`src/rtl/alu_pkg.sv`:
```
// alu_pkg: definitions shared by the ALU and the blocks that drive it.
//   - 3-bit ALU opcodes
//   - mod_control FSM state encoding
package alu_pkg;

    localparam logic [2:0] AluAnd  = 3'b000;
    localparam logic [2:0] AluOr   = 3'b001;
    localparam logic [2:0] AluXor  = 3'b010;
    localparam logic [2:0] AluNor  = 3'b011;
    localparam logic [2:0] AluLess = 3'b100;
    localparam logic [2:0] AluAdd  = 3'b101;
    localparam logic [2:0] AluSub  = 3'b110;
    localparam logic [2:0] AluMod  = 3'b111;

    typedef enum logic [1:0] {
        StIdle  = 2'd0,
        StCheck = 2'd1,
        StSub   = 2'd2,
        StDone  = 2'd3
    } ctrl_state_e;

endpackage

```
`src/rtl/mod_control.sv`:
```
// mod_control: computes dividend mod divisor by repeated subtraction on an
// external combinational ALU. The block alternates between a LESS compare
// (remainder < divisor?) and a SUB step until the compare reports true.
//
// Ports:
//   clk         rising-edge clock
//   reset       synchronous, active-high reset
//   start       request pulse, accepted only in the idle state
//   dividend    signed operand, must be >= 0
//   divisor     signed operand, must be > 0
//   alu_a/b     operands to the external ALU (zero outside CHECK/SUB)
//   alu_op      opcode to the external ALU (zero outside CHECK/SUB)
//   alu_result  combinational ALU result
//   busy        high while the operation is iterating
//   done        one-cycle completion pulse
//   err         illegal operands; valid with done, held until next start
//   remainder   result remainder, held until next start
//   quotient    number of subtractions performed, held until next start
module mod_control
    import alu_pkg::*;
#(
    parameter int unsigned WIDTH = 32
) (
    input  logic             clk,
    input  logic             reset,
    input  logic             start,
    input  logic [WIDTH-1:0] dividend,
    input  logic [WIDTH-1:0] divisor,
    output logic [WIDTH-1:0] alu_a,
    output logic [WIDTH-1:0] alu_b,
    output logic [2:0]       alu_op,
    input  logic [WIDTH-1:0] alu_result,
    output logic             busy,
    output logic             done,
    output logic             err,
    output logic [WIDTH-1:0] remainder,
    output logic [WIDTH-1:0] quotient
);

    ctrl_state_e      state_q, state_d;
    logic [WIDTH-1:0] rem_q, rem_d;
    logic [WIDTH-1:0] div_q, div_d;
    logic [WIDTH-1:0] quot_q, quot_d;
    logic             err_q, err_d;
    logic             operands_legal;

    // Legal: divisor strictly positive, dividend non-negative (sign bits clear).
    assign operands_legal = !divisor[WIDTH-1] && (divisor != '0) && !dividend[WIDTH-1];

    always_comb begin
        state_d = state_q;
        rem_d   = rem_q;
        div_d   = div_q;
        quot_d  = quot_q;
        err_d   = err_q;
        alu_a   = '0;
        alu_b   = '0;
        alu_op  = AluAnd;

        case (state_q)
            StIdle: begin
                if (start) begin
                    rem_d  = dividend;
                    quot_d = '0;
                    err_d  = 1'b0;
                    if (operands_legal) begin
                        div_d   = divisor;
                        state_d = StCheck;
                    end else begin
                        err_d   = 1'b1;
                        state_d = StDone;
                    end
                end
            end
            StCheck: begin
                alu_a  = rem_q;
                alu_b  = div_q;
                alu_op = AluLess;
                // Bit 0 of a LESS result is the compare outcome.
                state_d = alu_result[0] ? StDone : StSub;
            end
            StSub: begin
                alu_a   = rem_q;
                alu_b   = div_q;
                alu_op  = AluSub;
                rem_d   = alu_result;
                quot_d  = quot_q + {{(WIDTH-1){1'b0}}, 1'b1};
                state_d = StCheck;
            end
            StDone: begin
                state_d = StIdle;
            end
            default: begin
                state_d = StIdle;
            end
        endcase
    end

    always_ff @(posedge clk) begin
        if (reset) begin
            state_q <= StIdle;
            rem_q   <= '0;
            div_q   <= '0;
            quot_q  <= '0;
            err_q   <= 1'b0;
        end else begin
            state_q <= state_d;
            rem_q   <= rem_d;
            div_q   <= div_d;
            quot_q  <= quot_d;
            err_q   <= err_d;
        end
    end

    assign busy      = (state_q == StCheck) || (state_q == StSub);
    assign done      = (state_q == StDone);
    assign err       = err_q;
    assign remainder = rem_q;
    assign quotient  = quot_q;

endmodule

```
`config.mk`:
```
export PLATFORM = sky130hd
export DESIGN_NAME = mod_control
export DESIGN_NICKNAME = d
export VERILOG_FILES = /design/src/rtl/alu_pkg.sv /design/src/rtl/mod_control.sv
export SDC_FILE = /design/constraint.sdc
export NUM_CORES = 1
export LEC_CHECK = 0
export CORE_UTILIZATION = 35
export CTS_CLUSTER_DIAMETER = 150
export DETAILED_ROUTE_END_ITERATION = 10
export PLACE_DENSITY = 0.72
export SLEW_MARGIN = 0
export SYNTH_ARGS = -nofsm -noshare
export SYNTH_HDL_FRONTEND = slang
export SYNTH_SLANG_ARGS = --single-unit
```
`constraint.sdc`:
```
create_clock -name clk -period 2.2 [get_ports clk]
set_clock_uncertainty 0.15 [all_clocks]
set_input_delay 0.44 -clock clk [delete_from_list [all_inputs] [get_ports clk]]
set_output_delay 0.44 -clock clk [all_outputs]
set_load 0.03 [all_outputs]
```
# Yosys cells after proc, flatten, opt, wreduce, memory -nomap -nowiden
# Cells that the tools add are included.
[word_totals] register_bits=99 output_inout_bits=134 inputBits=99
[op_classes] n_reduce_logical=12 n_addsub=1 n_mux=12 eq_ne=4
[op_table] operator="two-way mux 32 bit" count=4
[op_table] operator="case mux 32 bit (2 select lines)" count=2
[op_table] operator="adder 32 x 1 -> 32 bit (second input constant)" count=1
[op_table] operator="nonzero test 32 bit" count=1
[op_table] operator="case mux 2 bit (4 select lines)" count=1
[op_table] operator="case mux 3 bit (2 select lines)" count=1
[op_table] operator="== test 2 bit (second input constant)" count=2
[op_table] operator="two-way mux 2 bit" count=2
[op_table] operator="AND reduction 2 bit" count=2
[op_table] operator="AND reduction 3 bit" count=1
[op_table] operator="== test 2 x 1 -> 1 bit (second input constant)" count=1
[op_table] operator="logical AND 1 bit" count=2
[op_table] operator="zero test 1 bit" count=2
[op_table] operator="zero test 2 bit" count=1
[op_table] operator="two-way mux 1 bit" count=2
[op_table] operator="!= test 2 bit (second input constant)" count=1
[op_table] operator="nonzero test 2 bit" count=1
[op_table] operator="OR reduction 2 bit" count=1
[op_table] operator="logical OR 1 bit" count=1

# Logic depth before layout (Yosys ltp)
# Gate-level depths: netlist (run 1).
[logic_depth] ltp_word=6 depth_mapped=8 mapped_depth_nobuf=6

# Worst setup path before layout (run 1)
# OpenSTA, ideal clock, no wires.
[synth_timing] path_type="register to register" start="register state_q[0]" end="register quot_q[28], in the netlist quotient[28]" n_path_buf=2 path_stages_with_launch=9 setup_slack_ns=-0.350 t_arrival_ns=2.328 period_less_slack_ns=2.550 setup_time_ns=0.072 path_cell_list="dfxtp_1 -> inv_1 -> ha_1 -> buf_2 -> mux2i_1 -> or4_4 -> buf_2 -> nor4_1 -> mux2i_1"
[synth_via] elab_chain_cells=3 word_cells_on_any_way=6 classes_between="eq/ne: 2; mux: 1; reduce/logical: 3"
[synth_rtl] element="start, declared" line_no="mod_control.sv:40" rtl="ctrl_state_e state_q, state_d;"
[synth_rtl] element="start signal, assigned" line_no="mod_control.sv:101" rtl="state_q <= StIdle;"
[synth_rtl] element="start signal, assigned" line_no="mod_control.sv:107" rtl="state_q <= state_d;"
[synth_rtl] element="== test 2 bit / zero test 2 bit (equally long branches)" line_no="mod_control.sv:60" rtl="case (state_q)"
[synth_rtl] element="nonzero test 2 bit (no source line) / != test 2 bit (equally long branches)"
[synth_rtl] element="AND reduction 2 bit (no source line)"
[synth_rtl] element="end signal, assigned" line_no="mod_control.sv:110" rtl="quot_q <= quot_d;"
[synth_rtl] element="end, declared" line_no="mod_control.sv:43" rtl="logic [WIDTH-1:0] quot_q, quot_d;"
# Parallel ways exist; a longest one is shown, timed or not.
# A chain may end at the register's enable or synchronous reset.

# Worst setup path after layout (run 1)
[layout_timing] start="register state_q[0]" end="output alu_b[30]"
[layout_via] elab_chain_cells=3 word_cells_on_any_way=4 classes_between="eq/ne: 2; mux: 1; reduce/logical: 1"
[layout_rtl] element="== test 2 x 1 -> 1 bit / == test 2 bit (equally long branches)" line_no="mod_control.sv:60"
[layout_rtl] element="OR reduction 2 bit (no source line) *"
[layout_rtl] element="two-way mux 32 bit *" line_no="mod_control.sv:60"
[layout_rtl] element="end, declared" line_no="mod_control.sv:30" rtl="output logic [WIDTH-1:0] alu_b,"
# Every way passes the cells marked *; elsewhere a longest branch is shown, timed or not.

==> results.md, run 1 <==
* Placed Instances at about 1,000
* Period Utilization, post-route at 0.983
* R2R depth at 5
* Top cell type's share of synthesized area at 0.391
* Tot GR Track Use at 0.207
* Total Power at between 6 and 7 mW
* Antenna violations before repair at 0
* Core area at about 0.014 mm2
* Seq/Total Area, Yosys at 0.391
* Die area at 0.0150 mm2
* H-tree Lvls at 3
* Number of top-level pins at around 230
* First-pass detailed-route iteration total at 4
* Post-route antenna net violation count at 0
* Sequence of cells on the critical path: inv_2 -> ha_4 -> buf_12 -> and2_2 -> buf_4
* Worst-path clk slew at approximately 60 ps
* Synth top area cells: dfxtp_1 39%, mux2i_1 15%, and2_1 8.0%, nand2b_1 7.8%, a211oi_1 4.9%
* Final setup viols at 0
* Fin crit period at 2160 ps
* # DRC at 0
* Layout area overhead at 61.0%
* CP max FO at 21
* Simple-gate area share of the yosys netlist at 0.306
* CTS tree: built
* Largest net degree at the start of global routing at 55
* Slew Limit Fails at 0
* # rows at 43
* Hold depth at 2
* Critical path startpoint category: flip-flop
* RSZ-0062 raised after global routing: yes
* Syn nets at 682
* WL/cell at 15.2 um
* Syn Inst Count at roughly 580
* Pwr dens at 794 mW/mm2
* CP max stage delay at between 300 and 400 ps
* Critical Path AT at 1570 ps
* Fill cells at ~1.3k
* Antenna diodes at 0
* Synth area leader: dfxtp_1
* 1st-iter DRT viols at approximately 240
* Max stage delay cell, worst path: dfxtp_2
* Final wirelength at around 15,000 um
* DP Wirelength at between 10,000 and 15,000 um
* Syn avg cell area at about 8.8 um2
* Number of hold violations in the final report at 0
* Post-synthesis compound-gate area fraction at 0.0765
* Vias per cell at approximately 5.0
* Vias in the first global route at between 4k and 5k
* Area of the multi-input gates at about 0.003 mm2
* Maximum clock frequency at around 0.46 GHz
* Chip Width at ~120 um
* #FFs+latches synth at around 100
* Post-Synth Adder-Cell Area at 0.0123
* Number of synthesized flops with an enable pin at 0
* Warnings from Yosys at 0
* GP Congestion at between 0.8 and 0.9
* Max Cap Viol at 0
* Die height at ~120 um
* Main synth FF type: dfxtp_1
* Max VDD drop at around 0.00055 V
* Outcome: finished clean
* Tightest Pin Transition at ~730 ps
* Finished Layout Cells at roughly 1.0k
* CTS Buffer Depth at 2
* Leakage at ~3.3 nW
* Skew-Pair Late Insertion Delay at between 300 and 400 ps
* Mapped cell area at 0.00507 mm2
* Critical Setup Path Class: reg2out
* Slew Limit Headroom at 0.512
* Delay-heaviest family, CP: buffers and inverters
* Share of cells above drive strength 1 at 0.257
* Layout Nets at 932
* Initial Util at 0.362
* Mux contribution to synthesized area at 0.155
* Vias at around 5k
* Global-route wire length before repair at roughly 24,000 um
* CP bufs+invs at 3
* XOR/XNOR Fraction of Synth Area at 0.0156
* HP Class: reg2reg
* Critical Path RT at roughly 1600 ps
* # port buffers at between 200 and 250
* Clock sinks at roughly 100
* WP depth at 5
* Largest family of logic cells by synthesized area: simple AND/OR/NAND/NOR gates
* CP Capture Type: output port
* Seq. cell area at about 0.002 mm2
* Grt ovf at 0
* Synth cell types at 37
* Post-synthesis async set-or-reset flop share at 0
* TritonCTS buffer count at 9
* Root buf cell: clkbuf_16
sequential cells by signal (all words and copies together) (netlist names):
register   count
err            1
state_q        2
div_q         32
quotient      32
remainder     32
synthesized netlist by cell type, types with 2 or more instances:
cell type	count
nand2_1	24
and3b_1	2
buf_2	6
clkbuf_1	29
xnor2_1	7
or2_2	3
a211oi_1	33
or3_1	19
buf_1	7
inv_1	8
nor4_1	16
a21oi_1	12
dfxtp_1	99
and2_1	65
or4_1	2
nand2b_1	63
mux2_2	3
and4_1	3
mux2i_1	75
xor2_1	2
nand4_1	9
nor3_1	8
buf_4	3
o21ai_0	7
nand3_1	8
ha_1	5
nor2_1	49
nor3b_1	2
final cells by class:
type,count,area share
multi-input cells,426,0.369
clock buffers,13,0.0307
inverters,8,0.00368
flip-flops and latches,99,0.243
well taps,180,0.0276
repair buffers,284,0.326
per-layer routing:
layer	vias to the layer above	share of wire	track usage
li1	2496	-	-
met1	2355	0.42	0.247
met2	141	0.52	0.371
met3	10	0.051	0.0367
met4	0	0.011	0.0671
met5	-	0	0
cells in the final DEF, fill, tap and decap left out, types with 3 or more instances in the layout:
cell	n
a211oi_1	33
a21oi_1	12
and2_1	5
and2_2	60
and4_1	3
buf_12	4
buf_4	101
buf_6	14
clkbuf_1	3
clkbuf_16	9
clkdlybuf4s50_1	162
dfxtp_1	95
dfxtp_2	4
ha_1	3
inv_1	6
mux2_2	3
mux2i_1	74
nand2_1	24
nand2b_1	63
nand3_1	8
nand4_1	9
nor2_1	49
nor3_1	7
nor4_1	13
o21ai_0	7
or2_2	3
or3_1	19
xnor2_1	7
kinds of logic (layout without fill, tap and decap cells):
family                   Yosys count  after routing
buffers and inverters             53            305
other                              1              1
flip-flops                        99             99
adder cells (fa/ha/maj)            5              5
AND/OR/NAND/NOR                  276            276
XOR/XNOR                           9              9
AO/OA/AOI/OAI                     57             57
multiplexers                      78             78
final timing paths:
check	to	slack, ps	from
min reg2reg	div_q[14]	320	div_q[14]
max	alu_b[30]	40	state_q[0]
min	div_q[14]	320	div_q[14]
max reg2reg	quotient[26]	120	quotient[0]
power breakdown:
part | leakage [nW] | switching (mW) | internal [mW]
registers | 0.809 | 0.155 | 1.99
clock network | 0.122 | 0.632 | 0.781
logic | 2.38 | 1.61 | 1.31
per-stage QoR:
stage / TNS, ps / setup slack (ps) / hold slack [ps] / util / instance area, um2
floorplan: 0 / 4.97 / 297 / - / 5210
global placement: -7980 / -229 / 307 / 0.557 / 7790
detailed placement: -10160 / -304 / 315 / 0.557 / 7790
CTS: 0 / 17.8 / 326 / 0.579 / 8090
global route: -51.2 / -25.6 / 347 / 0.583 / 8160
finish: 0 / 36.4 / 324 / 0.583 / 8160
repair_timing:
action	4_1_cts	5_1_grt
pin swaps	1	0
gates resized for setup	6	17
buffers inserted	0	0
endpoints found under the setup margin	65	26
gates cloned	1	0
hold buffers	0	0
tightest hold or removal path, delay by kind of cell, from the launching register on:
family        cells  cell delay [ps]
flops             1              310
mux               1               60
simple gates      1               60
(Power assumes the default switching activity.)
==> run 2, diff against run 1 <==
--- a/config.mk
+++ b/config.mk
@@ -8,8 +8,7 @@
 export CORE_UTILIZATION = 35
 export CTS_CLUSTER_DIAMETER = 150
 export DETAILED_ROUTE_END_ITERATION = 10
-export PLACE_DENSITY = 0.72
-export SLEW_MARGIN = 0
+export PLACE_DENSITY = 0.7
 export SYNTH_ARGS = -nofsm -noshare
 export SYNTH_HDL_FRONTEND = slang
 export SYNTH_SLANG_ARGS = --single-unit
==> constraint.sdc (replaced) <==
create_clock -name clk -period 2.1 [get_ports clk]
set_clock_uncertainty 0.15 [all_clocks]
set_input_delay 0.42 -clock clk [delete_from_list [all_inputs] [get_ports clk]]
set_output_delay 0.42 -clock clk [all_outputs]
set_load 0.03 [all_outputs]
==> results.md, run 2 (same netlist as run 1, synthesis figures left out) <==
* CTS tree: built (unchanged)
* Commonest non-fill, non-tap cell in the layout: clkdlybuf4s50_1 (unchanged)
* Share of cells above drive strength 1 at 0.295 (was 0.257)
* Leakage at 3.76 nW (was 3.31 nW)
* Power share of the clock group at 0.198 (was 0.218)
* Sequential Power Share at 0.285 (was 0.332)
* Number of hold violations in the final report at 0 (unchanged)
* Largest net degree at the start of global routing at 78 (was 55)
* Max Cap Viol at 0 (unchanged)
* CTS Buffer Depth at 2 (unchanged)
* Period Utilization, post-route at 1.04
* Crit Reg-Reg Startpoint: quotient[9] (was quotient[0])
* Core area at 0.0140 mm2 (unchanged)
* Setup_tns at -3650 ps (was 0 ps)
* Hold Path Sink: div_q[4] (was div_q[14])
* DR top layer: met4 (unchanged)
* TritonCTS buffer count at 9 (unchanged)
* Die area at 0.0150 mm2 (unchanged)
* R2R depth at 4 (was 5)
* # port buffers at 231 (unchanged)
* Slew Limit Fails at 0 (unchanged)
* Hold depth at 2 (unchanged)
* CP Capture Type: output port (unchanged)
* WL met3 at 1020 um (was 787 um)
* 1st-iter DRT viols at 214 (was 235)
* Chip Width at 122 um (unchanged)
* Placed Instances at 1,007 (was 996)
* Post-route antenna net violation count at 0 (unchanged)
* Die height at 122 um (unchanged)
* Number of top-level pins at 233 (unchanged)
* Setup slack, reg-to-reg at 70 ps (was 120 ps)
* Seq. cell area at 0.00200 mm2 (was 0.00199 mm2)
* Initial Util at 0.362 (unchanged)
* Max VDD drop at 0.000620 V (was 0.000547 V)
* Setup WS pre-CTS at -387 ps (was -304 ps)
* Comb pwr share at 0.517 (was 0.450)
* WL/cell at 17.0 um (was 15.2 um)
* First-pass detailed-route iteration total at 4 (unchanged)
* Maximum clock frequency at 0.459 GHz
* HP Class: reg2reg (unchanged)
* Fill cells at 1,157 (was 1,253)
* # DRC at 0 (unchanged)
* Most frequent cells in the layout: 154 x clkdlybuf4s50_1, 92 x dfxtp_1, 74 x mux2i_1 (was 162 x clkdlybuf4s50_1, 101 x buf_4, 95 x dfxtp_1)
* Outcome: complete, but fails checks (was finished clean)
* Skew-Pair Late Insertion Delay at 350 ps (was 340 ps)
* DP Wirelength at 12,000 um (was 11,700 um)
* Grt ovf at 0 (unchanged)
* Tightest Pin Transition at 584 ps (was 729 ps)
* GP Congestion at 0.821 (was 0.818)
* Final setup viols at 66 (was 0)
* NetSw at 2.94 mW (was 2.40 mW)
* Pwr dens at 890 mW/mm2 (was 794 mW/mm2)
* Final WS setup at -76.5 ps (was 36.4 ps)
* Met1 WL at 6880 um (was 6450 um)
* Fin crit period at approximately 2200 ps
* Antenna violations before repair at 1 (was 0)
* Global-route wire length before repair at 26,800 um (was 24,100 um)
* Worst min-delay path startpoint: div_q[4] (was div_q[14])
* Tot GR Track Use at 0.234 (was 0.207)
* Worst-path clk slew at 70 ps (was 60 ps)
* Layout area overhead at 76.0% (was 61.0%)
* Layout Nets at 954 (was 932)
* Sequence of cells on the critical path: inv_2 -> ha_4 -> buf_12 -> buf_16 -> and2_4 -> buf_6 (was inv_2 -> ha_4 -> buf_12 -> and2_2 -> buf_4)
* # rows at 43 (unchanged)
* Clock sinks at 99 (unchanged)
* Switching share of power at 0.370 (about the same)
* Failing checks: negative setup slack
* CP max stage delay at 340 ps (about the same)
* Critical Setup Path Class: reg2out (unchanged)
* Final wirelength at 17,600 um (was 15,400 um)
* Int Power at 5.00 mW (was 4.08 mW)
* Area of the multi-input gates at 0.00317 mm2 (was 0.00301 mm2)
* Critical path startpoint category: flip-flop (unchanged)
* Critical Path AT at 1610 ps (was 1570 ps)
* H-tree Lvls at 3 (unchanged)
* Met2 Wirelength at 9280 um (was 7960 um)
* Root buf cell: clkbuf_16 (unchanged)
* Finished Layout Cells at 1,035 (was 1,010)
* Vias at 5,210 (was 5,002)
* Max stage delay cell, worst path: dfxtp_2 (unchanged)
* CP max FO at 8 (was 21)
* Vias per cell at 5.03 (was 4.95)
* Vias in the first global route at 5,278 (was 4,852)
* Slew Limit Headroom at 0.611 (was 0.512)
* RSZ-0062 raised after global routing: yes (unchanged)
* R2r endpoint: quotient[26] (unchanged)
* Critical Path RT at 1530 ps (was 1610 ps)
==> run 2: power groups by stage <==
stage / registers [mW] / logic (mW) / clock network, mW
global route: 2.29 / 4.31 / 1.67
finish: 2.26 / 4.11 / 1.57
detailed placement: 2.28 / 2.97 / 0
CTS: 2.26 / 3.99 / 1.60
global placement: 2.28 / 2.93 / 0
floorplan: 2.57 / 1.45 / 0
==> run 2: how the worst max path moves through the flow <==
| stage | from | to | slack, ps | depth (start not counted) |
|---|---|---|---|---|
| finish | state_q[1] | alu_a[22] | -80 | 6 |
| global route | state_q[1] | alu_a[26] | -120 | 6 |
| CTS | state_q[1] | alu_a[2] | -140 | 6 |
| detailed placement | divisor[23] | div_q[18] | -390 | 6 |
| global placement | start | quotient[29] | -340 | 6 |
| floorplan | state_q[0] | quotient[17] | -100 | 8 |
==> run 2: final cells by class <==
cell class,instances,share of cell area
inverters,8,0.00337
flip-flops and latches,99,0.224
clock inverters,2,0.00140
clock buffers,13,0.0292
diodes,1,0.000281
well taps,180,0.0252
multi-input cells,427,0.356
repair buffers,305,0.361
==> run 2: critical path: cells and delay by family (launching register included) <==
kind	cells	cell delay, ps
buffers and inverters	4	470
flip-flops	1	340
adder cells (fa/ha/maj)	1	290
AND/OR/NAND/NOR	1	140
==> run 2: per-layer routing <==
metal / track usage / vias to the layer above
li1: - / 2540
met1: 0.269 / 2462
met2: 0.413 / 183
met3: 0.0488 / 25
met4: 0.107 / 0
met5: 0 / -
==> run 2: per-stage QoR <==
step,util,hold slack (ps),area [um2],power [mW]
2_1_floorplan,-,297,5220,4.02
3_3_place_gp,0.566,306,7920,5.20
3_5_place_dp,0.566,314,7920,5.25
4_1_cts,0.627,331,8780,7.85
5_1_grt,0.637,351,8920,8.27
6_report,0.638,329,8920,7.94
==> run 2: what timing repair did <==
action | 4_1_cts | 5_1_grt
gates resized for setup | 127 | 36
gates cloned | 7 | 2
pin swaps | 35 | 10
hold buffers | 0 | 0
hold endpoints to repair | 0 | 0
setup endpoints to repair | 81 | 109
setup buffers | 3 | 0
==> run 3, diff against run 2 <==
--- a/config.mk
+++ b/config.mk
@@ -5,6 +5,7 @@
 export SDC_FILE = /design/constraint.sdc
 export NUM_CORES = 1
 export LEC_CHECK = 0
+export CORE_ASPECT_RATIO = 0.5
 export CORE_UTILIZATION = 35
 export CTS_CLUSTER_DIAMETER = 150
 export DETAILED_ROUTE_END_ITERATION = 10
==> results.md, run 3 (same netlist as run 1, synthesis figures left out) <==
* # port buffers at 231 (unchanged)
* Largest net degree at the start of global routing at 111 (was 78)
* DP Wirelength at 11,200 um (was 12,000 um)
* Final wirelength at 15,600 um (was 17,600 um)
* 1st-iter DRT viols at 200 (was 214)
* H-tree Lvls at 3 (unchanged)
* CP startpoint: state_q[1] (unchanged)
* CP max stage delay at 350 ps (was 340 ps)
* Area of the multi-input gates at 0.00305 mm2 (was 0.00317 mm2)
* Critical path startpoint category: flip-flop (unchanged)
* Outcome: complete, but fails checks (unchanged)
* Post-route antenna net violation count at 0 (unchanged)
* Global-route wire length before repair at 24,400 um (was 26,800 um)
* Antenna diodes at 0 (was 1)
* Max VDD drop at 0.000549 V (was 0.000620 V)
* Max Cap Viol at 0 (unchanged)
* CTS Hold Buffers Added at 0 (unchanged)
* Tot GR Track Use at 0.207 (was 0.234)
* Placed Instances at 1,021 (was 1,007)
* Worst-path clk slew at 70 ps (about the same)
* GP Congestion at 0.813 (was 0.821)
* Number of hold violations in the final report at 0 (unchanged)
* Fin crit period at 2120 ps (was 2180 ps)
* Fill cells at 1,177 (was 1,157)
* Crit Reg-Reg Startpoint: state_q[1] (was quotient[9])
* Period Utilization, post-route at 1.01 (was 1.04)
* Root buf cell: clkbuf_16 (unchanged)
* TritonCTS buffer count at 9 (unchanged)
* # DRC at 0 (unchanged)
* Finished Layout Cells at 1,045 (was 1,035)
* Initial Util at 0.366 (was 0.362)
* Chip Width at 172 um (was 122 um)
* Vias in the first global route at 4,791 (was 5,278)
* Most frequent cells in the layout: 140 x clkdlybuf4s50_1, 92 x dfxtp_1, 74 x mux2i_1 (was 154 x clkdlybuf4s50_1, 92 x dfxtp_1, 74 x mux2i_1)
* Pwr dens at 821 mW/mm2 (was 890 mW/mm2)
* Antenna violations before repair at 0 (was 1)
* Vias per cell at 4.80 (was 5.03)
* Critical Path AT at 1550 ps (was 1610 ps)
* Final setup viols at 20 (was 66)
* CTS tree: built (unchanged)
* Core area at 0.0139 mm2 (was 0.0140 mm2)
* Maximum clock frequency at 0.472 GHz (was 0.459 GHz)
* Die area at 0.0150 mm2 (about the same)
* Number of top-level pins at 233 (unchanged)
* Failing checks: negative setup slack (unchanged)
* Share of cells above drive strength 1 at 0.291 (was 0.295)
* Critical Path RT at 1530 ps (about the same)
* CP max FO at 26 (was 8)
* Vias at 5,017 (was 5,210)
* HP Class: in2reg (was reg2reg)
* Layout Nets at 952 (was 954)
* Max stage delay cell, worst path: dfxtp_2 (unchanged)
* Worst min-delay path startpoint: divisor[26] (was div_q[4])
* Critical Setup Path Class: reg2out (unchanged)
* Total Power at 7.14 mW (was 7.94 mW)
* Grt ovf at 0 (unchanged)
* Sequence of cells on the critical path: inv_2 -> ha_4 -> buf_12 -> and2_2 -> buf_6 (was inv_2 -> ha_4 -> buf_12 -> buf_16 -> and2_4 -> buf_6)
* Setup WS pre-CTS at -457 ps (was -387 ps)
* Clock sinks at 99 (unchanged)
* WL/cell at 14.9 um (was 17.0 um)
* Die height at 87.1 um (was 122 um)
* RSZ-0062 raised after global routing: yes (unchanged)
* # rows at 30 (was 43)
* CTS Buffer Depth at 2 (unchanged)
* CP Capture Type: output port (unchanged)
* Slew Limit Fails at 0 (unchanged)
* Layout area overhead at 71.6% (was 76.0%)
* First-pass detailed-route iteration total at 6 (was 4)
* Final WS setup at -17.9 ps (was -76.5 ps)
* Seq. cell area at 0.00200 mm2 (unchanged)
* Skew-Pair Late Insertion Delay at 340 ps (was 350 ps)
* Commonest non-fill, non-tap cell in the layout: clkdlybuf4s50_1 (unchanged)
* WHS at 258 ps (was 329 ps)
* Leakage at 3.67 nW (was 3.76 nW)
* Fin util at 0.628 (was 0.638)
[run 3: cell types whose count changed in the layout (fill, tap and decap cells not counted), moves of 9 or more]
| cell | previous run | this run |
|---|---|---|
| and2_4 | 64 | 3 |
| and2_2 | 0 | 59 |
| clkdlybuf4s50_1 | 154 | 140 |
| buf_4 | 59 | 72 |
| buf_6 | 65 | 53 |
| dlygate4sd2_1 | 2 | 11 |
[run 3: area by class of cell]
type	instances	share of cell area
Inverter	8	0.00345
Tap cell	192	0.0276
Clock buffer	10	0.0263
Timing Repair Buffer	303	0.355
Multi-Input combinational cell	427	0.351
Sequential cell	99	0.229
Clock inverter	6	0.00734
[run 3: critical path: cells and delay by family (launching register included)]
| kind | cells | cell delay, ps |
|---|---|---|
| AND/OR/NAND/NOR | 1 | 180 |
| buffers and inverters | 3 | 360 |
| adder cells (fa/ha/maj) | 1 | 320 |
| flip-flops | 1 | 350 |
[run 3: stage by stage]
step	TNS, ps	cell area [um2]
5_1_grt	-3130	8700
3_5_place_dp	-17470	7990
4_1_cts	-878	8610
3_3_place_gp	-18750	7990
6_report	-140	8700
2_1_floorplan	-124	5220
[run 3: routing by layer]
layer  global-route usage  share of wire
met3               0.0436          0.042
met2                0.356           0.49
met1                0.269           0.46
met4               0.0402         0.0058
met5                    0              0
[run 3: final timing paths]
kind	endpoint	slack [ps]	cells past startpoint
max	alu_b[6]	-20	5
min	div_q[26]	260	3
max reg2reg	quotient[28]	90	7
min reg2reg	div_q[11]	320	2
[run 3: what timing repair did]
item                                    CTS  global route
resized for setup                        71            23
cloned                                    3             1
pin swaps                                 0             5
buffers inserted                          2             2
endpoints found under the setup margin  104           114
[run 3: power by group]
| group | internal, mW | switching (mW) | total (mW) |
|---|---|---|---|
| sequential | 2.09 | 0.148 | 2.24 |
| combinational | 1.51 | 1.75 | 3.26 |
| clock | 0.928 | 0.722 | 1.65 |
